### src/rtl/gf2_poly_reduce_seq.sv
// Bit-serial GF(2) polynomial divider: reduces a wO-bit carry-less product
// modulo a monic degree-wI polynomial, one quotient bit per clock.
module gf2_poly_reduce_seq #(
    parameter int wI = 32,
    parameter int wO = 2 * wI
) (
    input  logic          iClk,
    input  logic          iRst,
    input  logic          iValid,
    output logic          oReady,
    input  logic [wO-1:0] iDividend,
    input  logic [wI-1:0] iPoly,
    output logic          oValid,
    input  logic          iReady,
    output logic [wI-1:0] oQuot,
    output logic [wI-1:0] oRem,
    output logic [1:0]    oState
);

    localparam int CW = (wI > 1) ? $clog2(wI) : 1;

    typedef enum logic [1:0] {
        IDLE = 2'd0,
        BUSY = 2'd1,
        DONE = 2'd2
    } state_t;

    state_t          state_q, state_d;
    logic [wO-1:0]   r_q;
    logic [wO-1:0]   r_x;
    logic [wI:0]     p_q;
    logic [wI-1:0]   q_q;
    logic [CW-1:0]   cnt_q;
    logic            last_iter;

    // Handshakes: a transfer happens on a rising edge where valid && ready.
    // Input side: oReady is high only in IDLE. Output side: oValid is high
    // only in DONE and the result holds steady until iReady is seen.
    assign oReady    = (state_q == IDLE);
    assign oValid    = (state_q == DONE);
    assign oQuot     = q_q;
    assign oRem      = r_q[wO-1 -: wI];
    assign oState    = state_q;
    assign last_iter = (cnt_q == CW'(wI - 1));

    // Leading coefficient set: cancel it with the monic modulus before shifting.
    always_comb begin
        r_x = r_q;
        if (r_q[wO-1]) begin
            r_x[wO-1 -: wI+1] = r_q[wO-1 -: wI+1] ^ p_q;
        end
    end

    always_comb begin
        state_d = state_q;
        case (state_q)
            IDLE:    if (iValid) state_d = BUSY;
            BUSY:    if (last_iter) state_d = DONE;
            DONE:    if (iReady) state_d = IDLE;
            default: state_d = IDLE;
        endcase
    end

    always_ff @(posedge iClk) begin
        if (iRst) begin
            state_q <= IDLE;
        end else begin
            state_q <= state_d;
        end
    end

    always_ff @(posedge iClk) begin
        if (iRst) begin
            r_q   <= '0;
            p_q   <= '0;
            q_q   <= '0;
            cnt_q <= '0;
        end else begin
            case (state_q)
                IDLE: begin
                    if (iValid) begin
                        r_q   <= iDividend;
                        p_q   <= {1'b1, iPoly};
                        q_q   <= '0;
                        cnt_q <= '0;
                    end
                end
                BUSY: begin
                    r_q   <= r_x << 1;
                    q_q   <= {q_q[wI-2:0], r_q[wO-1]};
                    cnt_q <= cnt_q + 1'b1;
                end
                default: ;
            endcase
        end
    end

endmodule

### config.mk
export PLATFORM = sky130hd
export DESIGN_NAME = gf2_poly_reduce_seq
export DESIGN_NICKNAME = d
export VERILOG_FILES = /design/src/rtl/gf2_poly_reduce_seq.sv
export SDC_FILE = /design/constraint.sdc
export NUM_CORES = 1
export LEC_CHECK = 0
export ABC_AREA = 1
export CORE_ASPECT_RATIO = 0.6
export CORE_MARGIN = 8
export CORE_UTILIZATION = 45
export CTS_BUF_LIST = sky130_fd_sc_hd__clkbuf_8
export CTS_CLUSTER_DIAMETER = 150
export CTS_CLUSTER_SIZE = 28
export DETAILED_ROUTE_END_ITERATION = 8
export PLACE_DENSITY = 0.78
export SLEW_MARGIN = 20
export SYNTH_ARGS = -nofsm -noshare
export SYNTH_HDL_FRONTEND = slang
export SYNTH_SLANG_ARGS = --single-unit
export TNS_END_PERCENT = 50
### constraint.sdc
create_clock -name iClk -period 1.15 [get_ports iClk]
set_input_delay 0.115 -clock iClk [delete_from_list [all_inputs] [get_ports iClk]]
set_output_delay 0.115 -clock iClk [all_outputs]
set_load 0.03 [all_outputs]
## Word level (Yosys, flattened, before mapping)

Index checks and enable logic that the tools add are counted.

- Add/sub/neg operators: 1
- Eq/ne operators: 6
- Muxes and demuxes: 11
- Bitwise gates (word level): 1
- Reductions and logical operators: 5

Operators with widths:

| operator | number |
|---|---|
| one-hot mux 64 bit (2 select lines) | 1 |
| two-way mux 32 bit | 2 |
| two-way mux 64 bit | 1 |
| one-hot mux 32 bit (2 select lines) | 1 |
| XOR 32 bit | 1 |
| one-hot mux 5 bit (2 select lines) | 1 |
| two-way mux 2 bit | 3 |
| one-hot mux 2 bit (3 select lines) | 1 |
| adder 5 x 1 -> 5 bit, second input constant | 1 |
| == test 5 bit, second input constant | 1 |
| two-way mux 5 bit | 1 |
| inequality test 2 bit, second input constant | 2 |
| AND reduction 2 bit | 2 |
| AND reduction 3 bit | 1 |
| == test 2 x 1 -> 1 bit, second input constant | 1 |
| == test 2 bit, second input constant | 1 |
| logical NOT 2 bit | 1 |
| inequality test 2 x 1 -> 1 bit, second input constant | 1 |
| nonzero test 2 bit | 1 |

- Flip-flop bits (word level): 135
- Bits of input ports: 100
- Output and inout bits: 68
- Logic and storage cells: 29

## Longest topological paths before layout

Gate-level depths: netlist (run 1).

- Depth in word-level cells: 3
- Gate-level depth with buffers: 8
- Gate-level depth less buffers: 7

## Least setup slack after synthesis (run 1)

Ideal clock, no wire load.

- Kind: register to register
- From: reg state_q[1], in the netlist oState[1]
- To: reg r_q[33]
- Library setup time: 0.057 ns
- Data arrival time: 1.521 ns
- Data required time: 1.093 ns
- Path slack: -0.428 ns
- Cell stages (with the launch flop): 9
- Buffers on the path: 1
- Clock period less this slack: 1.578 ns
- Cell sequence: dfxtp_1 nor2_2 nand2_2 inv_4 buf_4 nand2_1 nand3_1 nand2_1 inv_1

- Cells in the longest elaborated chain, start to end: 3
- Elaborated cells between the ends (all ways): 6
- Classes of those cells: eq/ne (2); mux (1); reduce/logical (3)

RTL lines:

| element | RTL line | text |
|---|---|---|
| start, declared | 28 | `state_t state_q, state_d;` |
| start signal, assigned | 68 | `state_q <= state_d;` |
| logical NOT 2 bit * | n/a |  |
| named net oReady | 10 | `output logic oReady,` |
| inequality test 2 bit (no line) / nonzero test 2 bit (equally long branches) | n/a |  |
| AND reduction 2 bit (no line) | n/a |  |
| end signal, assigned | 82 | `r_q <= iDividend;` |
| end signal, assigned | 89 | `r_q <= r_x << 1;` |
| end, declared | 29 | `logic [wO-1:0] r_q;` |

The timed path passes the listed nets; every way through them passes the cells marked *.
A chain may end at the register's enable or synchronous reset.

## Final worst setup path (run 1)

- From: reg state_q[1], in the netlist oState[1]
- To: reg r_q[32]

- Cells in the longest elaborated chain, start to end: 3
- Elaborated cells between the ends (all ways): 6
- Classes of those cells: eq/ne (2); mux (1); reduce/logical (3)

RTL lines:

| element | RTL line | text |
|---|---|---|
| == test 2 x 1 -> 1 bit / logical NOT 2 bit (equally long branches) | 79 | `case (state_q)` |
| nonzero test 2 bit (no line) / inequality test 2 bit (equally long branches) | n/a |  |
| AND reduction 2 bit (no line) | n/a |  |

Parallel ways exist; a longest one is shown, timed or not.

==> flow_summary.yaml, run 1 <==
worst_setup_path:
  crit_path_end_kind: "flop"
  cp_max_fo: 8
  worstPathArrival_ns: 1.75
  path_class: "flop to flop"
  required_ns: 1.46
  startpoint_type: "flop"
yosys:
  synth_compound_area_share_pct: 8.76
  syn_area_mm2: 0.00631
  async_flop_share_pct: 0
  synth_xor_area_share_pct: 0
  synth_edf_count: 0
  synth_nets: 1070
  synth_cell_types: 23
  yosys_register_bits: 135
  synth_top_area_cell: "dfxtp_1"
  synth.area.mux_share_pct: 0
  synth_ff_type: "dfxtp_1"
  avgSynthCellArea_um2: 6.52
  synth_top_area_share_pct: 42.8
  synth_seq_area_share_pct: 42.8
  synth_area_leaders: "dfxtp_1 43%, nand2_1 20%, nor2_1 7.6%"
  synthSimpleGateAreaFrac_pct: 35.6
  synth-adder-area-share_pct: 0.397
  synth_cells: 968
  ys_warn_count: 0
  synth_top_family_by_area: "simple AND/OR/NAND/NOR gates"
cells_and_area:
  final_common_cell: "nand2_1"
  area_growth_pct: 63.8
  num-nets-final: 1262
  fill_cells: 954
  diodes: 0
  final_util_pct: 75.6
  drive_gt1_share_pct: 33.2
  final_cells: 1365
  final_cell_mix: "276 x nand2_1, 117 x nor2_1, 99 x clkdlybuf4s50_1"
place:
  placed_cells: 1284
  numPortBuffers: 167
  place.gp.congestion: 0.811
  place_hpwl_mm: 12.7
sta:
  finalClockSkew_ns: 0.0192
  setup_viol: 143
  final_max_slew_viol_count: 0
  holdWs_ns: 0.257
  hold_violations: 0
  tightest_slew_ns: 0.479
  clock.fmax_ghz: 0.697
  maxSlewHeadroom_pct: 68.1
  finalCritPeriodShare_pct: 125
  fin_ws_ns: -0.285
  rsz0062_at_grt: "yes"
  period_minus_slack_ns: 1.43
  setup_tns_ns: -24.50
flow_run:
  max_cap_violations: 0
floorplan:
  coreArea_mm2: 0.0137
  initial_utilization_pct: 46.2
  die_y_um: 108
  ioPinCount: 168
  num_rows: 33
  die_w_um: 169
  dieArea_mm2: 0.0182
clock_tree:
  root_buffer: "clkbuf_8"
  clock_latency_ns: 0.46
  cts_tree: "yes"
  h-tree-depth: 4
  path_clk_slew_ns: 0.10
  cts_buffers: 17
  cts_num_sinks: 135
  clock_path_buffers: 2
global_routing:
  grt_pass1_vias: 6344
  gr-total-overflow: 0
  grt_usage_pct: 22.3
  grt_start_max_net_pins: 41
  grt_first_pass_wirelength_mm: 32.6
  antenna_found_initial: 1
routing:
  wl_mm: 23.6
  drtIter0Drc: 483
  dr_total_vias: 6964
  avgRoutedWirePerCell_um: 17.3
  viasPerCell: 5.10
  antenna_left: 0
  drt_drc_violations_left: 0
  dr.pass1.iters: 5
run_status:
  violations: "setup timing"
  status: "finished with violations"
pwr:
  peakVddDrop_mv: 0.835
  p_per_area_mw_per_mm2: 1210
  power_switching_mw: 4.11
  p_comb_share_pct: 25.2
  leakagePower_nw: 4.81
  pwr-share-clk_pct: 33.0
  p_sw_share_pct: 32.9
  p_int_mw: 8.36
  p_total_mw: 12.5
  seqPwrFrac_pct: 41.9
hold_path:
  min_path_type: "input port to flop"
-- final timing paths --
| kind | cells after the start | slack [ns] | startpoint | to |
|---|---|---|---|---|
| setup / recovery | 7 | -0.28 | oState[1]$_SDFFE_PP0P_ | r_q[32]$_SDFFE_PP0P_ |
| hold / removal | 3 | 0.26 | iDividend[0] | r_q[0]$_SDFFE_PP0P_ |
| setup reg to reg | 7 | -0.28 | oState[1]$_SDFFE_PP0P_ | r_q[32]$_SDFFE_PP0P_ |
| hold reg to reg | 2 | 0.48 | oQuot[14]$_SDFFE_PP0P_ | oQuot[14]$_SDFFE_PP0P_ |
-- sequential cells by signal, indices dropped and copies added, names as in the netlist --
signal  flops
cnt_q       5
oQuot      32
oState      2
p_q        32
r_q        64
-- logic make-up (layout without fill, tap and decap cells) --
kind of cell / count (synthesis) / after routing
AND/OR/NAND/NOR: 561 / 561
buffers and inverters: 160 / 365
flip-flops: 135 / 135
AO/OA/AOI/OAI: 110 / 110
adder cells (fa/ha/maj): 2 / 2
-- final cells by class --
class	count	area [µm²]	area share [%]
clock buffers	17	234	2.26
clock inverters	15	171	1.66
repair inverters	1	16.3	0.157
repair buffers	262	3120	30.1
well taps	192	240	2.32
inverters	70	280	2.71
multi-input cells	673	3470	33.6
flip-flops and latches	135	2810	27.2
-- power groups by stage --
stage          Sequential [mW]  Clock [mW]  Combinational [mW]
3_5_place_dp              5.28           0                2.12
5_1_grt                   5.26        4.35                3.34
6_report                  5.22        4.11                3.14
4_1_cts                   5.19        4.13                2.63
3_3_place_gp              5.28           0                2.09
2_1_floorplan             5.24           0                1.28
-- synth_stat cells, types with 2 or more instances --
master and number:
nor2_1 127, clkbuf_1 19, inv_2 2, nand2_1 333, o21ai_1 2, a21oi_1 42
dfxtp_1 135, ha_1 2, buf_2 31, nand3_1 95, o21ai_0 65, inv_1 67
buf_1 3, buf_4 36
-- routing by layer --
layer / GRT usage, % / up-vias / routed length, µm
li1: - / 3404 / -
met5: 0 / - / 13
met1: 29.7 / 3221 / 10300
met2: 34.1 / 296 / 10800
met4: 6.59 / 2 / 380
met3: 6.99 / 41 / 2070
-- worst max-delay path: stages (launching register included) --
cell and delay (ns):
dfxtp_4 0.38, buf_6 0.12, nor2_4 0.21, clkbuf_16 0.22, buf_8 0.13, nand2_1 0.07, nand2_2 0.09, a21oi_1 0.08
-- metrics by stage --
step                      worst slack (ns)  area [µm²]
after global placement              -0.335        8140
after detailed placement            -0.389        8140
final                               -0.285       10300
after floorplan                     -0.102        6340
after CTS                           -0.200        9350
after global routing                -0.351       10300
-- timing repair --
action,CTS,global route
hold buffers,0,0
gates resized for setup,119,227
setup endpoints to repair,162,199
setup buffers,18,6
gates cloned,14,15
pin swaps,22,85
No activity file was read; power rests on OpenSTA's default activity.
==> run 2, diff against run 1 <==
--- a/config.mk
+++ b/config.mk
@@ -14,7 +14,7 @@
 export CTS_CLUSTER_SIZE = 28
 export DETAILED_ROUTE_END_ITERATION = 8
 export PLACE_DENSITY = 0.78
-export SLEW_MARGIN = 20
+export SLEW_MARGIN = 10
 export SYNTH_ARGS = -nofsm -noshare
 export SYNTH_HDL_FRONTEND = slang
 export SYNTH_SLANG_ARGS = --single-unit
==> results of run 2 <==
Same layout as run 1: the final DEF is identical, and so are final timing and power.
